===== src/rtl/pipo_bus_arbiter.sv =====
// ---------------------------------------------------------------------------
// pipo_bus_arbiter
//
// Round-robin arbiter and sequencer sharing one pipo latch (and the bus it
// drives) among N requesters. A grant latches the winner's data slice, pulses
// le for one cycle, holds oe_n low for HOLD cycles, then spends one turnaround
// cycle with oe_n high while pulsing the winner's ack bit.
//
// Handshake: req[i] is a level sampled only while idle. Once granted, the
// transfer always runs to completion (unless rst) and ends with a one-cycle
// ack[i] pulse. A requester still holding req after its ack is treated as a
// new request, with lowest priority because the pointer has moved past it.
//
// Ports:
//   clk         single clock, rising edge
//   rst         synchronous active-high reset
//   req         [N]         request levels, bit i = requester i
//   req_data    [N*WIDTH]   requester i data at [i*WIDTH +: WIDTH]
//   ack         [N]         one-hot completion pulse
//   latch_data  [WIDTH]     to pipo.in (registered)
//   le          to pipo.le (registered)
//   oe_n        to pipo.oe_n, active low (registered)
//   owner       [$clog2(N)] requester currently being served
//   busy        high in any state other than IDLE
//   fsm_state   [2]         debug view of the FSM state (0=IDLE,1=LATCH,
//                           2=DRIVE,3=TURN)
// ---------------------------------------------------------------------------
module pipo_bus_arbiter #(
  parameter int WIDTH = 8,
  parameter int N     = 4,
  parameter int HOLD  = 4
) (
  input  logic                           clk,
  input  logic                           rst,
  input  logic [N-1:0]                   req,
  input  logic [N*WIDTH-1:0]             req_data,
  output logic [N-1:0]                   ack,
  output logic [WIDTH-1:0]               latch_data,
  output logic                           le,
  output logic                           oe_n,
  output logic [((N>1)?$clog2(N):1)-1:0] owner,
  output logic                           busy,
  output logic [1:0]                     fsm_state
);

  localparam int OW = (N > 1) ? $clog2(N) : 1;
  localparam int CW = $clog2(HOLD + 1);

  typedef enum logic [1:0] {
    S_IDLE  = 2'd0,
    S_LATCH = 2'd1,
    S_DRIVE = 2'd2,
    S_TURN  = 2'd3
  } state_t;

  state_t          state;
  logic [OW-1:0]   rr_ptr;
  logic [CW-1:0]   hold_cnt;

  assign fsm_state = state;

  // -------------------------------------------------------------------------
  // Round-robin winner search.
  // Rotating a doubled copy of req right by rr_ptr puts requester
  // (rr_ptr + k) mod N at bit k, so the first set bit from the bottom is the
  // winner's offset from the pointer.
  // -------------------------------------------------------------------------
  logic [2*N-1:0]  req_dbl;
  logic [N-1:0]    req_rot;
  logic [OW-1:0]   win_off;
  logic            win_found;
  logic [OW:0]     win_sum;
  logic [OW-1:0]   win_idx;
  logic [WIDTH-1:0] win_data;

  assign req_dbl = {req, req} >> rr_ptr;
  assign req_rot = req_dbl[N-1:0];

  always_comb begin
    win_off   = '0;
    win_found = 1'b0;
    for (int k = 0; k < N; k++) begin
      if (!win_found && req_rot[k]) begin
        win_found = 1'b1;
        win_off   = OW'(k);
      end
    end
  end

  // Modulo-N add of pointer and offset; both are < N so one subtract suffices.
  always_comb begin
    win_sum = {1'b0, rr_ptr} + {1'b0, win_off};
    if (win_sum >= (OW+1)'(N)) begin
      win_sum = win_sum - (OW+1)'(N);
    end
    win_idx = win_sum[OW-1:0];
  end

  always_comb begin
    win_data = '0;
    for (int i = 0; i < N; i++) begin
      if (win_idx == OW'(i)) begin
        win_data = req_data[i*WIDTH +: WIDTH];
      end
    end
  end

  // Pointer value after serving the current owner: (owner + 1) mod N.
  logic [OW-1:0] next_ptr;
  always_comb begin
    if (owner == OW'(N - 1)) begin
      next_ptr = '0;
    end else begin
      next_ptr = owner + 1'b1;
    end
  end

  logic [N-1:0] owner_onehot;
  assign owner_onehot = {{(N-1){1'b0}}, 1'b1} << owner;

  // -------------------------------------------------------------------------
  // Sequencer FSM. All outputs are registered here, so le and the low phase
  // of oe_n come from mutually exclusive states and can never overlap.
  // -------------------------------------------------------------------------
  always_ff @(posedge clk) begin
    if (rst) begin
      state      <= S_IDLE;
      rr_ptr     <= '0;
      owner      <= '0;
      latch_data <= '0;
      le         <= 1'b0;
      oe_n       <= 1'b1;
      ack        <= '0;
      busy       <= 1'b0;
      hold_cnt   <= '0;
    end else begin
      ack <= '0;
      case (state)
        S_IDLE: begin
          if (win_found) begin
            owner      <= win_idx;
            latch_data <= win_data;
            le         <= 1'b1;
            busy       <= 1'b1;
            state      <= S_LATCH;
          end
        end
        S_LATCH: begin
          le       <= 1'b0;
          oe_n     <= 1'b0;
          hold_cnt <= '0;
          state    <= S_DRIVE;
        end
        S_DRIVE: begin
          if (hold_cnt == CW'(HOLD - 1)) begin
            oe_n     <= 1'b1;
            ack      <= owner_onehot;
            rr_ptr   <= next_ptr;
            hold_cnt <= '0;
            state    <= S_TURN;
          end else begin
            hold_cnt <= hold_cnt + 1'b1;
          end
        end
        S_TURN: begin
          busy  <= 1'b0;
          state <= S_IDLE;
        end
        default: begin
          state <= S_IDLE;
        end
      endcase
    end
  end

endmodule


===== config.mk =====
export PLATFORM = sky130hd
export DESIGN_NAME = pipo_bus_arbiter
export DESIGN_NICKNAME = d
export VERILOG_FILES = /design/src/rtl/pipo_bus_arbiter.sv
export SDC_FILE = /design/constraint.sdc
export NUM_CORES = 1
export LEC_CHECK = 0
export CAP_MARGIN = 40
export CELL_PAD_IN_SITES_DETAIL_PLACEMENT = 0
export CELL_PAD_IN_SITES_GLOBAL_PLACEMENT = 1
export CORE_UTILIZATION = 32
export DETAILED_ROUTE_END_ITERATION = 10
export GPL_ROUTABILITY_DRIVEN = 0
export PLACE_DENSITY = 0.87
export SYNTH_ARGS = -nofsm -noshare
export SYNTH_HDL_FRONTEND = slang
export SYNTH_SLANG_ARGS = --single-unit

===== constraint.sdc =====
create_clock -name clk -period 3.6 [get_ports clk]
set_input_delay 0.72 -clock clk [delete_from_list [all_inputs] [get_ports clk]]
set_output_delay 0.72 -clock clk [all_outputs]
set_load 0.005 [all_outputs]

==> flow_metrics.tcl, run 1 <==
set metrics [dict create \
    ys_ff_latch 24 \
    crit_arrival_ns 3.19 \
    rsz0062_at_grt "no" \
    slowest_stage "clkdlybuf4s50_1" \
    ys.flop_type "dfxtp_1" \
    n_fill_cell 437 \
    ys_seq_area_frac 0.3117 \
    grt_use_met1 0.1946 \
    ys_types 35 \
    max_freq_mhz 329.8 \
    grt_pass1_wl_um 5678 \
    status "complete, but fails checks" \
    slew_viol_final 0 \
    coreArea_um2 4504 \
    switching_share 0.3269 \
    ys.warnings.count 0 \
    yosysTopAreaCellShare 0.3117 \
    grt_util_met2 0.2265 \
    regArea_um2 480.5 \
    cts_tree "built" \
    violations "DRC" \
    cts.sinks 24 \
    place_area_um2 2127 \
    cp_top_family "compound AO/OA/AOI/OAI gates" \
    final-setup-viol-count 0 \
    detail_route.iter0.violations 76 \
    ctsHoldBuffers 0 \
    syn_nets 220 \
    rows 24 \
    endpoint_kind "flop" \
    fin_skew_ns 0.005303 \
    ios 57 \
    syn_inst 174 \
    die_y_um 71.41 \
    tightest_slew_ns 0.6227 \
    cts_resized 0 \
    placed_cells 276 \
    wl_per_cell_um 12.91 \
    grt-ovfl-total 0 \
    internal-power_mw 0.6676 \
    grtUsageMet3 0.01969 \
    worstHoldPathType "flop to flop" \
    power_frac_seq 0.373 \
    worst-setup-path-type "primary input to flop" \
    synth-edff-count 0 \
    vias 1371 \
    synth.most_common_cell "nor2_1" \
    vdd_drop_max_mv 0.1847 \
    fin_area_um2 2168 \
    syn-cell-area_um2 1541 \
    period_needed_ns 3.032 \
    grt_busiest_layer "met2" \
    syn_avg_cell_area_um2 8.859 \
    start_util 0.3422 \
    worst_setup_path_start_kind "primary input" \
    drc 2 \
    dp_hpwl_um 2705 \
    firstDrtPassIters 7 \
    grt_max_degree 24 \
    power_switching_mw 0.3243 \
    fin_nets 275 \
    postCtsSetupRepairBufs 0 \
    p_comb_frac 0.465 \
    crit_chain "clkdlybuf4s50_1 > a221oi_1 > a21oi_1 > a211o_1 > ha_1 > xnor2_1 > xnor2_4 > mux4_1 > a22o_1" \
    cpPeakStageDelay_ns 0.56 \
    diodes 0 \
    synth_common_cells "nor2_1, dfxtp_1, mux2i_1, and2b_2, a21oi_1" \
    post_route_cells_drive_above_1_share 0.1189 \
    clockBufferDepth 2 \
    track_usage 0.1400 \
    yosysTopAreaCell "dfxtp_1" \
    die_area_um2 5099 \
    die_w_um 71.41 \
    clk_pin_slew_ns 0.09 \
    multi_input_area_um2 948.4 \
    tns_ns 0 \
    layoutNonFillerInstCount 279 \
    async_flop_share 0 \
    postRouteAntennaNets 0 \
    max_slew_margin 0.5833 \
    synth_area_leaders "dfxtp_1, mux2i_1, nor2_1" \
    vias_per_cell 4.914 \
    clockPowerShare 0.161 \
    numCtsBuffers 3 \
    worstPathRequired_ns 3.76 \
    clk_latency_ns 0.26 \
    critPathBufInv 1 \
    wirelength_um 3602 \
    first_global_vias 1209 \
    post-route-period-util 0.8423 \
    leakagePower_nw 0.8874 \
    power_density_nw_per_um2 457.4 \
    antenna_found_initial 0 \
    drv_cap 0 \
    cts_root_buf "clkbuf_8" \
    htreeDepth 1 \
    syn_to_final_growth_pct 40.67 \
    critPathMaxFanout 8 \
    io_buffers 56 \
    hold_viol 0 \
]
==> final cells by class <==
cell class | instances | area share
Multi-Input combinational cell | 134 | 0.4374
Timing Repair Buffer | 62 | 0.2851
Sequential cell | 24 | 0.2216
Tap cell | 52 | 0.03001
Clock buffer | 3 | 0.01904
Inverter | 4 | 0.006924
==> flip-flops by register name (all words and copies together), names as in the netlist <==
register / cells
ack: 4
oe_n: 1
busy: 1
hold_cnt: 3
rr_ptr: 2
owner: 2
le: 1
latch_data: 8
fsm_state: 2
==> cell families (layout without fill, tap and decap cells) <==
kind of cell	Yosys count	after routing	share of synthesized area
adders and majority gates	8	8	0.06494
buffers and inverters	16	69	0.07304
DFF	24	24	0.3117
and+or+nand+nor	81	81	0.2662
AOI/OAI and AO/OA	24	24	0.1258
muxes	19	19	0.1347
xor gates and xnor gates	2	2	0.02354
==> power groups by stage <==
stage	Combinational, mW	Sequential (mW)	Clock [mW]
floorplan	0.251	0.373	0
global placement	0.460	0.376	0
detailed placement	0.462	0.376	0
CTS	0.465	0.372	0.165
global route	0.504	0.380	0.178
finish	0.462	0.370	0.160
==> routing by layer <==
metal / vias up / part of all wire
li1: 715 / -
met1: 634 / 0.49
met2: 20 / 0.47
met3: 2 / 0.034
met4: 0 / 0.0092
met5: - / 0
==> worst register-to-register path, stage by stage (launching register included) <==
cell and delay (ns):
dfxtp_1 0.55, nor2_1 0.09, a221oi_1 0.30, a21oi_1 0.07, a211o_1 0.24, ha_1 0.19, xnor2_1 0.35, xnor2_4 0.18
mux4_1 0.34, a22o_1 0.21
==> placed cells by master (no fill, tap or decap), types with 2 or more instances in the layout <==
master | Yosys | final
a21oi_1 | 9 | 9
a221oi_1 | 2 | 2
a32o_1 | 5 | 5
a32o_2 | 2 | 2
and2b_2 | 10 | 10
buf_4 | 2 | 5
clkbuf_8 | 0 | 3
clkdlybuf4s50_1 | 0 | 56
dfxtp_1 | 24 | 24
ha_1 | 8 | 8
inv_1 | 4 | 4
mux2i_1 | 17 | 17
nand2_1 | 8 | 8
nand2b_1 | 3 | 3
nand3_1 | 3 | 3
nor2_1 | 38 | 38
nor2b_1 | 7 | 7
nor3_1 | 4 | 4
nor4_1 | 3 | 3
or2_2 | 2 | 2
==> worst paths after layout <==
| check | start | end | slack [ns] | depth (start not counted) |
|---|---|---|---|---|
| max | req[2] | latch_data[7] | 0.57 | 9 |
| min | hold_cnt[1] | hold_cnt[1] | 0.48 | 2 |
| max reg2reg | rr_ptr[0] | latch_data[7] | 0.98 | 9 |
| min reg2reg | hold_cnt[1] | hold_cnt[1] | 0.48 | 2 |
==> per-stage QoR <==
stage | power [mW] | hold slack, ns | util | setup slack, ns
finish | 0.9918 | 0.4827 | 0.4814 | 0.5677
global route | 1.062 | 0.5015 | 0.4814 | 0.4614
floorplan | 0.6238 | 0.4491 | - | 0.6170
CTS | 1.001 | 0.4860 | 0.4814 | 0.5576
global placement | 0.8360 | 0.4493 | 0.4722 | 0.3310
detailed placement | 0.8385 | 0.4639 | 0.4722 | 0.2762
Note: power is estimated with default switching activity, not from simulation.
==> run 2: changes to the inputs <==
- clock period: 3.6 -> 2.81 ns (I/O delays scaled with it)
==> flow_metrics.tcl, run 2 (synthesized netlist as in run 1, its figures left out) <==
set metrics [dict create \
    status "complete, but fails checks" \
    violations "DRC" \
    highest_layer "met4" \
    fin_area_um2 2330 \
    reg.largest.list "latch_data x8, ack x4, hold_cnt x3" \
    tightest_slew_ns 0.6152 \
    worst_r2r_path_depth 9 \
    power_density_nw_per_um2 594.3 \
    internal-power_mw 0.9639 \
    die_w_um 71.41 \
    coreArea_um2 4504 \
    post-route-period-util 0.9518 \
    worst_setup_path_start_kind "primary input" \
    grt-ovfl-total 0 \
    cts.sinks 24 \
    critPathMaxFanout 5 \
    ios 57 \
    p_comb_frac 0.442 \
    max_freq_mhz 373.9 \
    diodes 0 \
    final_common_cell "clkdlybuf4s50_1" \
    dp_hpwl_um 2768 \
    start_util 0.3422 \
    leakagePower_nw 0.9779 \
    crit_arrival_ns 2.84 \
    drv_cap 0 \
    cpPeakStageDelay_ns 0.54 \
    clk_latency_ns 0.27 \
    clockPowerShare 0.218 \
    io_buffers 56 \
    reg2reg_to "latch_data[7]" \
    post_route_cells_drive_above_1_share 0.1695 \
    die_y_um 71.41 \
    largest_register_ffs 8 \
    whs_ns 0.4730 \
    slowest_stage "clkdlybuf4s50_1" \
    syn_to_final_growth_pct 51.14 \
    tns_ns 0 \
    endpoint_kind "flop" \
    detail_route.iter0.violations 32 \
    vias_per_cell 4.858 \
    worstReg2RegStart "rr_ptr[0]" \
    hold_viol 0 \
    firstDrtPassIters 9 \
    regMostFlops "latch_data" \
    max_slew_margin 0.5884 \
    r2r_slack_ns 0.19 \
    hold_depth 1 \
    antenna_found_initial 0 \
    wl_met2_um 1844 \
    power_switching_mw 0.4206 \
    wirelength_um 3794 \
    grt_max_degree 30 \
    postRouteAntennaNets 0 \
    die_area_um2 5099 \
    clk_pin_slew_ns 0.09 \
    switching_share 0.3038 \
    cts_tree "built" \
    first_global_vias 1255 \
    place_area_um2 2192 \
    track_usage 0.1426 \
    worstPathRequired_ns 2.98 \
    worst-setup-path-type "primary input to flop" \
    fin_skew_ns 0.003815 \
    cts_root_buf "clkbuf_8" \
    dr_wl_met3_um 112 \
    period_needed_ns 2.675 \
    numCtsBuffers 3 \
    drc 2 \
    slew_viol_final 0 \
    rows 24 \
    vdd_drop_max_mv 0.2258 \
    crit_chain "clkdlybuf4s50_1 > nor2_1 > a21oi_1 > a21oi_1 > a211o_1 > ha_4 > xnor2_4 > xnor2_4 > mux4_2 > a22o_1" \
    wl_per_cell_um 13.17 \
    worstHoldPathType "flop to flop" \
    wl_met1_um 1783 \
    clockBufferDepth 2 \
    fin_nets 283 \
    vias 1399 \
    final_cell_mix "clkdlybuf4s50_1, nor2_1, dfxtp_1" \
    min-delay-start "latch_data[6]" \
    min_delay_worst_endpoint "latch_data[6]" \
    grt_pass1_wl_um 5706 \
    postCtsSetupRepairBufs 0 \
    final-setup-viol-count 0 \
    htreeDepth 1 \
    power_frac_seq 0.340 \
]
==> run 2: cell count changes in the layout (fill, tap and decap cells not counted) <==
cell and delta:
xnor2_1 -1, clkbuf_16 +1, buf_4 +6, xnor2_4 +1, dlymetal6s2s_1 +3, clkdlybuf4s50_1 -3
ha_4 +1, bufinv_16 +1, a221oi_2 +1, a221oi_1 -1, buf_12 +1, ha_1 -1
mux4_1 -1, mux4_2 +1
==> run 2: area by class of cell <==
cell class,count,area [um2]
clock inverter,1,30.03
tap,52,65.06
multi-input combinational,134,982.2
inverter,4,15.01
clock buffer,3,41.29
fill,435,2175
timing repair buffer,70,715.7
sequential,24,480.5
==> run 2: what timing repair did <==
item                                    in CTS  in global routing
pin swaps                                    0                  5
endpoints found under the setup margin       7                  8
cloned                                       0                  1
resized for setup                            1                  8
hold buffers                                 0                  0
==> run 2: how the worst max path moves through the flow <==
stage	start	end	slack [ns]	cells after the start
finish	req[3]	latch_data[7]	0.14	10
global route	rr_ptr[0]	latch_data[7]	-0.03	9
CTS	req[1]	latch_data[7]	0.07	10
detailed placement	req[1]	latch_data[5]	-0.31	11
global placement	req[0]	latch_data[2]	-0.28	11
floorplan	req[0]	latch_data[4]	0.05	10
==> run 2: metrics by stage <==
stage,utilization,setup slack [ns],std cells,power (mW)
finish,0.5172,0.1353,288,1.385
global route,0.5172,-0.02834,288,1.480
CTS,0.5042,0.06687,287,1.398
detailed placement,0.4867,-0.3098,283,1.085
global placement,0.4867,-0.2782,283,1.081
floorplan,-,0.05053,174,0.7997
==> run 2: metal layers <==
layer  up-vias  GRT usage
met2        22     0.2392
met5         -          0
li1        727          -
met4         0    0.05333
met1       646     0.1841
met3         4    0.02391
==> run 2: critical path: cells and delay by family <==
family | cells | cell delay [ns]
AND/OR/NAND/NOR | 1 | 0.07
XOR/XNOR | 2 | 0.41
adder cells (fa/ha/maj) | 1 | 0.19
buffers and inverters | 1 | 0.54
multiplexers | 1 | 0.36
AO/OA/AOI/OAI | 4 | 0.71
==> run 2: power groups by stage <==
stage,clock (mW),combinational (mW),sequential (mW)
floorplan,0,0.322,0.478
global placement,0,0.602,0.479
detailed placement,0,0.605,0.480
CTS,0.315,0.611,0.472
global route,0.326,0.673,0.481
finish,0.302,0.611,0.471
==> run 3: changes to the inputs <==
- CORE_MARGIN: unset -> 2
==> flow_metrics.tcl, run 3 (synthesized netlist as in run 1, its figures left out) <==
set metrics [dict create \
    status "completed" \
    worstHoldPathType "flop to flop" \
    drv_cap 0 \
    post_route_cells_drive_above_1_share 0.1917 \
    critPathMaxFanout 4 \
    die_area_um2 5388 \
    syn_to_final_growth_pct 51.14 \
    whs_ns 0.4789 \
    detail_route.iter0.violations 47 \
    fin_nets 287 \
    antenna_found_initial 0 \
    clockPowerShare 0.218 \
    reg.largest.list "latch_data x8, ack x4, hold_cnt x3" \
    endpoint_kind "flop" \
    postCtsSetupRepairBufs 0 \
    power_density_nw_per_um2 600.1 \
    ios 57 \
    dp_hpwl_um 2729 \
    power_frac_seq 0.339 \
    final_cell_mix "clkdlybuf4s50_1, nor2_1, dfxtp_1" \
    power_switching_mw 0.4253 \
    vdd_drop_max_mv 0.2452 \
    postRouteAntennaNets 0 \
    r2r_slack_ns 0.47 \
    clk_pin_slew_ns 0.08 \
    fin_skew_ns 0.003315 \
    htreeDepth 1 \
    hold_viol 0 \
    leakagePower_nw 0.9795 \
    cts_root_buf "clkbuf_8" \
    regMostFlops "latch_data" \
    n_fill_cell 449 \
    clk_latency_ns 0.27 \
    vias 1413 \
    period_needed_ns 2.683 \
    slowest_stage "clkdlybuf4s50_1" \
    wl_per_cell_um 12.10 \
    p_comb_frac 0.443 \
    worst-setup-path-type "primary input to flop" \
    diodes 0 \
    crit_arrival_ns 2.85 \
    max_slew_margin 0.6370 \
    io_buffers 56 \
    numCtsBuffers 3 \
    largest_register_ffs 8 \
    start_util 0.3285 \
    coreArea_um2 4692 \
    power.total_mw 1.398 \
    clockBufferDepth 2 \
    vias_per_cell 4.806 \
    drc 0 \
    worst_setup_path_start_kind "primary input" \
    rows 25 \
    firstDrtPassIters 4 \
    final-setup-viol-count 0 \
    final_common_cell "clkdlybuf4s50_1" \
    rsz0062_at_grt "no" \
    cts.sinks 24 \
    slew_viol_final 0 \
    cpPeakStageDelay_ns 0.42 \
    first_global_vias 1293 \
    switching_share 0.3042 \
    tightest_slew_ns 0.5425 \
    grt-ovfl-total 0 \
    wirelength_um 3558 \
    cts_tree "built" \
    die_w_um 73.41 \
    track_usage 0.1354 \
    internal-power_mw 0.9727 \
    crit_chain "clkdlybuf4s50_1 > buf_4 > nand2_1 > nor2_1 > a21oi_1 > a21oi_1 > a211o_1 > ha_2 > xnor2_4 > xnor2_4 > mux4_2 > a22o_1" \
    grt_pass1_wl_um 5768 \
    worstPathRequired_ns 2.98 \
    post-route-period-util 0.9548 \
    max_freq_mhz 372.7 \
    die_y_um 73.41 \
    grt_max_degree 30 \
]
run 3: cell count changes in the layout (fill, tap and decap cells not counted):
cell and change:
buf_4 +5, buf_12 -1, buf_6 +1, clkbuf_16 -1, clkdlybuf4s50_1 +1, dlymetal6s2s_1 -1
ha_2 +1, ha_4 -1, mux2i_1 -1, mux2i_2 +1, nor2_1 -1, nor2_2 +1
run 3: timing repair:
| action | 4_1_cts | 5_1_grt |
|---|---|---|
| endpoints found under the setup margin | 8 | 8 |
| pin swaps | 0 | 2 |
| gates resized for setup | 1 | 9 |
| hold buffers | 0 | 0 |
| hold endpoints to repair | 0 | 0 |
run 3: final timing paths:
path	end	start	cells past startpoint
setup / recovery	latch_data[7]	req[0]	12
hold / removal	latch_data[3]	latch_data[3]	1
setup reg to reg	latch_data[7]	rr_ptr[0]	9
hold reg to reg	latch_data[3]	latch_data[3]	1
run 3: per-stage QoR:
step                setup WS, ns    util  setup TNS [ns]  instance area [um2]  instances
floorplan                0.05053       -               0                 1541        174
global route            0.007608  0.4965               0                 2330        294
finish                    0.1269  0.4965               0                 2330        294
global placement         -0.2404  0.4731          -1.923                 2220        290
detailed placement       -0.3445  0.4731          -2.636                 2220        290
CTS                      0.05116  0.4899               0                 2298        294
run 3: cell type report:
cell class | count | area, um2 | share of cell area
clock buffers | 3 | 41.29 | 0.01772
clock inverters | 1 | 30.03 | 0.01289
inverters | 4 | 15.01 | 0.006445
multi-input cells | 134 | 978.4 | 0.4200
flip-flops and latches | 24 | 480.5 | 0.2062
well taps | 54 | 67.56 | 0.02900
repair buffers | 74 | 716.9 | 0.3077
run 3: layer usage:
layer	vias to the layer above	GRT usage	share of wire	wire (um)
li1	736	-	-	-
met1	633	0.1769	0.45	1609
met2	39	0.2192	0.47	1667
met3	5	0.03429	0.067	239
met4	0	0.04242	0.012	41
met5	-	0	0	0
run 3: critical path, delay by kind of cell:
| family | cells | cell delay, ns |
|---|---|---|
| fa+ha+maj | 1 | 0.21 |
| xor+xnor | 2 | 0.41 |
| buf+inv | 2 | 0.57 |
| compound gates | 4 | 0.66 |
| mux | 1 | 0.35 |
| simple gates | 2 | 0.10 |
run 3: power by group through the flow:
stage                     Sequential, mW  Combinational, mW  Clock [mW]
after floorplan                    0.478              0.322           0
after CTS                          0.475              0.623       0.315
after global routing               0.486              0.686       0.324
final                              0.474              0.619       0.305
after global placement             0.483              0.611           0
after detailed placement           0.482              0.618           0
